`config.mk`:
```
export PLATFORM = sky130hd
export DESIGN_NAME = vgapatgen_flat
export DESIGN_NICKNAME = d
export VERILOG_FILES = /design/src/rtl/vgapatgen_if.sv /design/src/rtl/vgapatgen.sv /design/src/flat_wrapper.sv
export SDC_FILE = /design/constraint.sdc
export NUM_CORES = 1
export LEC_CHECK = 0
export BUFFER_PORTS_ARGS = -buffer_cell sky130_fd_sc_hd__buf_4
export CAP_MARGIN = 20
export CORE_MARGIN = 8
export CORE_UTILIZATION = 53
export CTS_BUF_LIST = sky130_fd_sc_hd__clkbuf_4 sky130_fd_sc_hd__clkbuf_8
export DETAILED_ROUTE_END_ITERATION = 16
export GPL_TIMING_DRIVEN = 1
export PLACE_DENSITY = 0.74
export SYNTH_ARGS = -nofsm -noshare
export SYNTH_HDL_FRONTEND = slang
export SYNTH_SLANG_ARGS = --single-unit
```
`constraint.sdc`:
```
create_clock -name i_pixclk -period 2.63 [get_ports i_pixclk]
set_input_delay 0.263 -clock i_pixclk [delete_from_list [all_inputs] [get_ports i_pixclk]]
set_output_delay 0.263 -clock i_pixclk [all_outputs]
set_load 0.01 [all_outputs]
```
`src/rtl/vgapatgen_if.sv`:
```
// rtl/vgapatgen_if.sv - pixel request/response bundle between consumer and pattern source
// The consumer drives strobes and the mode request; the source returns pixel and status.
interface vgapatgen_if #(
  parameter int BPC = 8
);
  logic [2:0]       i_mode;
  logic             i_rd;
  logic             i_newline;
  logic             i_newframe;
  logic [3*BPC-1:0] o_pixel;
  logic [2:0]       o_mode;
  logic [15:0]      o_frame_count;
  logic             o_overrun;

  modport master (
    output i_mode, i_rd, i_newline, i_newframe,
    input  o_pixel, o_mode, o_frame_count, o_overrun
  );

  modport slave (
    input  i_mode, i_rd, i_newline, i_newframe,
    output o_pixel, o_mode, o_frame_count, o_overrun
  );
endinterface

```
`src/rtl/vgapatgen.sv`:
```
// rtl/vgapatgen.sv - run-time selectable RGB test-pattern source with prefetched pixel output
// Mode is latched at frame start; the box steps once per frame and bounces off the active-area edges.
module vgapatgen #(
  parameter int          HW        = 640,
  parameter int          VW        = 480,
  parameter int          BPC       = 8,
  parameter int          CHK_LOG2  = 5,
  parameter int          BOX       = 32,
  parameter logic [23:0] SOLID_RGB = 24'h808080
) (
  input  logic        i_pixclk,
  input  logic        i_reset,
  vgapatgen_if.slave  bus
);
  localparam int XW   = $clog2(HW);
  localparam int YW   = $clog2(VW);
  localparam int BARW = HW / 8;
  localparam int BCW  = $clog2(BARW);

  localparam logic [XW-1:0]  X_LAST   = XW'(HW - 1);
  localparam logic [YW-1:0]  Y_LAST   = YW'(VW - 1);
  localparam logic [XW-1:0]  BX_MAX   = XW'(HW - BOX);
  localparam logic [YW-1:0]  BY_MAX   = YW'(VW - BOX);
  localparam logic [BCW-1:0] BAR_LAST = BCW'(BARW - 1);

  logic [XW-1:0]    x_q, x_d, bx_q, bx_d;
  logic [YW-1:0]    y_q, y_d, by_q, by_d;
  logic             dx_neg_q, dx_neg_d, dy_neg_q, dy_neg_d;
  logic [BCW-1:0]   bcnt_q, bcnt_d;
  logic [2:0]       bar_q, bar_d;
  logic [2:0]       mode_q, mode_d;
  logic [15:0]      frame_q, frame_d;
  logic             overrun_q, overrun_d;
  logic [3*BPC-1:0] pixel_q, pixel_d;
  logic             in_box;

  always_comb begin
    x_d       = x_q;
    y_d       = y_q;
    bx_d      = bx_q;
    by_d      = by_q;
    dx_neg_d  = dx_neg_q;
    dy_neg_d  = dy_neg_q;
    bcnt_d    = bcnt_q;
    bar_d     = bar_q;
    mode_d    = mode_q;
    frame_d   = frame_q;
    overrun_d = overrun_q;
    if (bus.i_newframe) begin
      x_d       = '0;
      y_d       = '0;
      bcnt_d    = '0;
      bar_d     = '0;
      mode_d    = bus.i_mode;
      frame_d   = frame_q + 16'd1;
      overrun_d = 1'b0;
      // Hitting a limit flips direction and steps away in the same frame.
      if (!dx_neg_q) begin
        if (bx_q == BX_MAX) begin bx_d = bx_q - 1'b1; dx_neg_d = 1'b1; end
        else                       bx_d = bx_q + 1'b1;
      end else begin
        if (bx_q == '0) begin bx_d = bx_q + 1'b1; dx_neg_d = 1'b0; end
        else                   bx_d = bx_q - 1'b1;
      end
      if (!dy_neg_q) begin
        if (by_q == BY_MAX) begin by_d = by_q - 1'b1; dy_neg_d = 1'b1; end
        else                       by_d = by_q + 1'b1;
      end else begin
        if (by_q == '0) begin by_d = by_q + 1'b1; dy_neg_d = 1'b0; end
        else                   by_d = by_q - 1'b1;
      end
    end else if (bus.i_newline) begin
      x_d    = '0;
      bcnt_d = '0;
      bar_d  = '0;
      if (y_q == Y_LAST) overrun_d = 1'b1;
      else               y_d = y_q + 1'b1;
    end else if (bus.i_rd) begin
      if (x_q == X_LAST) begin
        overrun_d = 1'b1;
      end else begin
        x_d = x_q + 1'b1;
        if (bcnt_q == BAR_LAST) begin
          bcnt_d = '0;
          bar_d  = bar_q + 1'b1;
        end else begin
          bcnt_d = bcnt_q + 1'b1;
        end
      end
    end
  end

  assign in_box = ({1'b0, x_q} >= {1'b0, bx_q}) &&
                  ({1'b0, x_q} <  ({1'b0, bx_q} + (XW+1)'(BOX))) &&
                  ({1'b0, y_q} >= {1'b0, by_q}) &&
                  ({1'b0, y_q} <  ({1'b0, by_q} + (YW+1)'(BOX)));

  // Bar colour bits fall straight out of the bar index: R=~b1, G=~b2, B=~b0.
  always_comb begin
    pixel_d = '0;
    case (mode_q)
      3'd0: pixel_d = {SOLID_RGB[23 -: BPC], SOLID_RGB[15 -: BPC], SOLID_RGB[7 -: BPC]};
      3'd1: pixel_d = {{BPC{~bar_q[1]}}, {BPC{~bar_q[2]}}, {BPC{~bar_q[0]}}};
      3'd2: pixel_d = (x_q[CHK_LOG2] ^ y_q[CHK_LOG2]) ? '1 : '0;
      3'd3: pixel_d = {3{x_q[BPC-1:0]}};
      3'd4: pixel_d = in_box ? '1 : {{(2*BPC){1'b0}}, {BPC{1'b1}}};
      default: pixel_d = '0;
    endcase
  end

  always_ff @(posedge i_pixclk) begin
    if (i_reset) begin
      x_q       <= '0;
      y_q       <= '0;
      bx_q      <= '0;
      by_q      <= '0;
      dx_neg_q  <= 1'b0;
      dy_neg_q  <= 1'b0;
      bcnt_q    <= '0;
      bar_q     <= '0;
      mode_q    <= '0;
      frame_q   <= '0;
      overrun_q <= 1'b0;
      pixel_q   <= '0;
    end else begin
      x_q       <= x_d;
      y_q       <= y_d;
      bx_q      <= bx_d;
      by_q      <= by_d;
      dx_neg_q  <= dx_neg_d;
      dy_neg_q  <= dy_neg_d;
      bcnt_q    <= bcnt_d;
      bar_q     <= bar_d;
      mode_q    <= mode_d;
      frame_q   <= frame_d;
      overrun_q <= overrun_d;
      pixel_q   <= pixel_d;
    end
  end

  assign bus.o_pixel       = pixel_q;
  assign bus.o_mode        = mode_q;
  assign bus.o_frame_count = frame_q;
  assign bus.o_overrun     = overrun_q;
endmodule
```
`src/flat_wrapper.sv`:
```
// flat-port wrapper written by rule: the top's interface ports become plain ports
module vgapatgen_flat 
#(
  parameter int          HW        = 640,
  parameter int          VW        = 480,
  parameter int          BPC       = 8,
  parameter int          CHK_LOG2  = 5,
  parameter int          BOX       = 32,
  parameter logic [23:0] SOLID_RGB = 24'h808080
)
  (i_pixclk, i_reset, bus_i_mode, bus_i_rd, bus_i_newline, bus_i_newframe, bus_o_pixel, bus_o_mode, bus_o_frame_count, bus_o_overrun);
  vgapatgen_if #(.BPC(BPC)) bus_i ();
  input  logic i_pixclk;
  input  logic i_reset;
  input wire logic [$bits(bus_i.i_mode)-1:0] bus_i_mode;
  input wire logic [$bits(bus_i.i_rd)-1:0] bus_i_rd;
  input wire logic [$bits(bus_i.i_newline)-1:0] bus_i_newline;
  input wire logic [$bits(bus_i.i_newframe)-1:0] bus_i_newframe;
  output wire logic [$bits(bus_i.o_pixel)-1:0] bus_o_pixel;
  output wire logic [$bits(bus_i.o_mode)-1:0] bus_o_mode;
  output wire logic [$bits(bus_i.o_frame_count)-1:0] bus_o_frame_count;
  output wire logic [$bits(bus_i.o_overrun)-1:0] bus_o_overrun;
  assign bus_i.i_mode = bus_i_mode;
  assign bus_i.i_rd = bus_i_rd;
  assign bus_i.i_newline = bus_i_newline;
  assign bus_i.i_newframe = bus_i_newframe;
  assign bus_o_pixel = bus_i.o_pixel;
  assign bus_o_mode = bus_i.o_mode;
  assign bus_o_frame_count = bus_i.o_frame_count;
  assign bus_o_overrun = bus_i.o_overrun;
  vgapatgen #(.HW(HW), .VW(VW), .BPC(BPC), .CHK_LOG2(CHK_LOG2), .BOX(BOX), .SOLID_RGB(SOLID_RGB)) u_core (.i_pixclk(i_pixclk), .i_reset(i_reset), .bus(bus_i));
endmodule
```
# [After elaboration in Yosys (flattened, before gate mapping)]
# Cells that the tools add are included.
[word_totals] reg_bits=94 output_inout_bits=44
[classes] n_reduce_logical=14 bitwise_logic=6 order_cmp=4 n_addsub=11 n_eq_ne=10 mux=20
[ops] operator="$pmux 24 s5" n=1
[ops] operator="$mux 24" n=2
[ops] operator="$mux 10" n=3
[ops] operator="$mux 9" n=3
[ops] operator="$add 10x1->10 const B" n=2
[ops] operator="$eq 10x10->1 const B" n=2
[ops] operator="$add 9x1->9 const B" n=2
[ops] operator="$eq 9x9->1 const B" n=2
[ops] operator="$add 16x1->16 const B" n=1
[ops] operator="$add 10x6->11 const B" n=1
[ops] operator="$lt 10x11->1" n=1
[ops] operator="$add 9x6->10 const B" n=1
[ops] operator="$ge 10x10->1" n=1
[ops] operator="$logic_not 10->1" n=1
[ops] operator="$lt 9x10->1" n=1
[ops] operator="$mux 1" n=10
[ops] operator="$sub 10x1->10 const B" n=1
[ops] operator="$ge 9x9->1" n=1
[ops] operator="$logic_not 9->1" n=1
[ops] operator="$sub 9x1->9 const B" n=1
[ops] operator="$add 7x1->7 const B" n=1
[ops] operator="$eq 7x7->1 const B" n=1
[ops] operator="$mux 7" n=1
[ops] operator="$eq 3x2->1 const B" n=2
[ops] operator="13 further kinds" n=22

# [Depth between registers and ports, before layout]
[depth] ltp_word=7 mapped_depth=12 mapped_depth_nobuf=10

# [Worst setup path after synthesis]
# OpenSTA, ideal clock, no wires.
[synth_timing] path_kind="register -> register" start="reg u_core.by_q[6]" end="reg u_core.pixel_q[22], in the netlist u_core.bus.o_pixel[22]" setup_slack_ps=138 required_time_ps=2561 synth_period_minus_slack_ps=2492 path_stages_with_launch=13 arrival_ps=2422 path_cell_list="dfxtp_1 -> clkbuf_1 -> inv_1 -> ha_1 -> inv_1 -> ha_1 -> a21o_1 -> a21o_1 -> a22o_2 -> a2111oi_2 -> nand4_2 -> buf_6 -> nand3_1"
[synth_via] elab_chain_cells=5
[synth_rtl] item="from (decl)" line_no="vgapatgen.sv:27" rtl="logic [YW-1:0] y_q, y_d, by_q, by_d;"
[synth_rtl] item="from (signal assigned)" line_no="vgapatgen.sv:129" rtl="by_q <= by_d;"
[synth_rtl] item="$add 9x6->10 / $ge 9x9->1 (equally long branches)" line_no="vgapatgen.sv:96, vgapatgen.sv:95"
[synth_rtl] item="$lt 9x10->1 / $logic_and 1x1->1 (equally long branches)" line_no="vgapatgen.sv:96, vgapatgen.sv:94"
[synth_rtl] item="$logic_and 1x1->1 *" line_no="vgapatgen.sv:95" rtl="({1'b0, y_q} >= {1'b0, by_q}) &&"
[synth_rtl] item="$mux 24 *" line_no="vgapatgen.sv:106" rtl="3'd4: pixel_d = in_box ? '1 : {{(2*BPC){1'b0}}, {BPC{1'b1}}};"
[synth_rtl] item="$pmux 24 s5 *" line_no="vgapatgen.sv:101" rtl="case (mode_q)"
[synth_rtl] item="to (signal assigned)" line_no="vgapatgen.sv:137" rtl="pixel_q <= pixel_d;"
[synth_rtl] item="to (decl)" line_no="vgapatgen.sv:34" rtl="logic [3*BPC-1:0] pixel_q, pixel_d;"
# Every way passes the cells marked *; elsewhere a longest branch is shown, timed or not.
# A chain may end at the register's enable or synchronous reset.

# [Worst setup path after layout]
[layout_timing] start="reg u_core.by_q[5]" end="reg u_core.pixel_q[9], in the netlist u_core.bus.o_pixel[9]"
# The elaborated chain is that of the path after synthesis.

==> results.json <==
{
  "outcome": "finished, final reports clean",
  "placed_cells": 753,
  "synth_top_area_cell": "dfxtp_1",
  "clkTransAtPathRegs_ns": 0.09,
  "grt_max_degree": 49,
  "layoutNonFillerInstCount": 771,
  "ys_top_cells_by_area": "dfxtp_1, ha_1, nor2_1",
  "dr.pass1.iters": 6,
  "synth_area_mm2": 0.00508,
  "io_pins": 52,
  "drc": 0,
  "post-route-period-util_pct": 95.9,
  "hold_buffers": 0,
  "cp-end-kind": "flip-flop",
  "layout.nets": 687,
  "ant_nets": 0,
  "gr-usage-all-layers_pct": 18.4,
  "finalSetupViolCount": 0,
  "worst_skew_pair.late_latency_ns": 0.37,
  "start_util_pct": 54.7,
  "cts_tree": "done",
  "yosysTopAreaCellShare_pct": 37.0,
  "yosys_register_bits": 94,
  "cp_max_fo": 8,
  "async_flop_share_pct": 0,
  "synthTopCellsByCount": "nor2_1, dfxtp_1, ha_1",
  "core_mm2": 0.00928,
  "gr-total-overflow": 0,
  "slew_viol_final": 0,
  "synth_edf_count": 0,
  "worst_slack_ns": 0.108,
  "drtIter0Drc": 253,
  "ys_warn_count": 0,
  "cp.arrival_ns": 2.83,
  "n_antenna_cell": 0,
  "cp.required_ns": 2.94,
  "vias": 4273,
  "ir_drop_uv": 397,
  "worst_setup_path_start_kind": "flip-flop",
  "yosysSeqAreaShare_pct": 37.0,
  "wirelength_um": 11600,
  "synthCells": 589,
  "clkSinkCount": 94,
  "clk_path_buf_depth": 2,
  "drive_gt1_share_pct": 15.3,
  "die_h_um": 114,
  "grt_pass1_wl_um": 19600,
  "syn_avg_cell_area_um2": 8.63,
  "synth_ff_type": "dfxtp_1",
  "setup_tns_ns": 0,
  "cts_made_buffers": 9,
  "power_density_mw_per_mm2": 471,
  "fin_worst_skew_ns": 0.00548,
  "avgRoutedWirePerCell_um": 15.1,
  "max_cap_violations": 0,
  "dp_hpwl_um": 8440,
  "fp.dieW_um": 114,
  "fp-row-count": 35,
  "routabilityCongestion": 0.875,
  "routed_via_density": 5.54,
  "area_growth_pct": 14.7,
  "grt_pass1_vias": 4084,
  "antenna_found_initial": 0,
  "die-area_mm2": 0.0130,
  "tightestPinTransition_ns": 0.807,
  "htree_levels": 3,
  "yosysUniqueCellTypes": 63,
  "max_freq_ghz": 0.397,
  "finish.utilization_pct": 62.8,
  "hp-class": "in2reg",
  "worstSetupPathType": "reg2reg",
  "pre_cts_ws_ns": -0.0325,
  "finalCriticalPeriod_ns": 2.52,
  "hold_violations": 0,
  "root_buffer": "clkbuf_8",
  "total_leakage_power_nw": 2.47,
  "max_slew_margin_pct": 45.4,
  "synthesis.nets": 639,
  "numPortBuffers": 51,
  "synth_most_common_cell": "nor2_1"
}
## sequential cells by signal, summed over array words and instances, names as in the netlist
name,cells
u_core.bar_q,3
u_core.bcnt_q,7
u_core.bus.o_frame_count,16
u_core.bus.o_mode,3
u_core.bus.o_overrun,1
u_core.bus.o_pixel,24
u_core.bx_q,10
u_core.by_q,9
u_core.dx_neg_q,1
u_core.dy_neg_q,1
u_core.x_q,10
u_core.y_q,9
## power by group
group          switching (mW)  leakage [nW]  internal (mW)  total, mW
registers              0.0325         0.765           1.46       1.49
clock network           0.501         0.106          0.459      0.960
logic                   0.162          1.60          0.130      0.292
## worst paths after layout
check | start | to | slack (ns) | cells after the start
max | u_core.by_q[5] | u_core.bus.o_pixel[9] | 0.11 | 10
min | i_reset | u_core.bus.o_mode[1] | 0.10 | 2
max reg2reg | u_core.by_q[5] | u_core.bus.o_pixel[9] | 0.11 | 10
min reg2reg | u_core.bus.o_overrun | u_core.bus.o_overrun | 0.50 | 2
## cells in the final DEF (no fill, tap or decap), drive strengths merged, types with 8 or more instances in the layout
cell type / count
and3: 8
nand4: 22
o21ai: 13
buf: 60
o21a: 9
nand3: 39
nor3: 12
clkbuf: 14
xnor2: 31
mux2i: 17
nand2: 38
inv: 30
dfxtp: 94
ha: 42
xor2: 29
nor2: 95
a21oi: 23
## layer usage
metal / global-route usage [%] / share of wire (%)
met1: 22.0 / 44
met2: 31.6 / 50
met3: 4.91 / 5.0
met4: 5.41 / 1.1
met5: 0 / 0
## per-stage QoR
step	instance area (um2)	total power [mW]	hold slack, ns
after floorplan	5080	1.70	0.410
after global placement	5560	1.80	0.457
after detailed placement	5560	1.81	0.480
after CTS	5770	2.77	0.0712
after global routing	5830	2.87	0.0749
final	5830	2.75	0.101
## repair_timing
action,4_1_cts,5_1_grt
setup buffers,0,1
endpoints found under the setup margin,16,16
gates cloned,0,1
gates resized for setup,1,11
pin swaps,1,2
## cell type report
type / instances / area, um2
sequential: 94 / 1890
fill: 785 / 3460
multi-input combinational: 442 / 3020
tap: 129 / 161
clock inverter: 2 / 13.8
inverter: 30 / 113
timing repair buffer: 60 / 450
clock buffer: 14 / 186
## critical path, stage by stage (launching register included)
cell and delay (ns):
dfxtp_4 0.38, ha_2 0.21, xnor2_1 0.13, ha_1 0.30, a21o_1 0.16, a21o_1 0.17, a22o_2 0.28, a2111oi_4 0.32
buf_4 0.20, nand4_4 0.18, nand3_1 0.14
## logic make-up (layout without fill, tap and decap cells)
logic type               after synthesis  count (layout)  share of synthesized area, %
buffers and inverters                 54             106                          4.73
flip-flops                            94              94                          37.0
AO/OA/AOI/OAI                         77              77                          10.6
AND/OR/NAND/NOR                      244             245                          23.3
multiplexers                          18              18                          3.57
XOR/XNOR                              60              60                          10.3
adder cells (fa/ha/maj)               42              42                          10.3
Note: power is estimated with default switching activity, not from simulation.
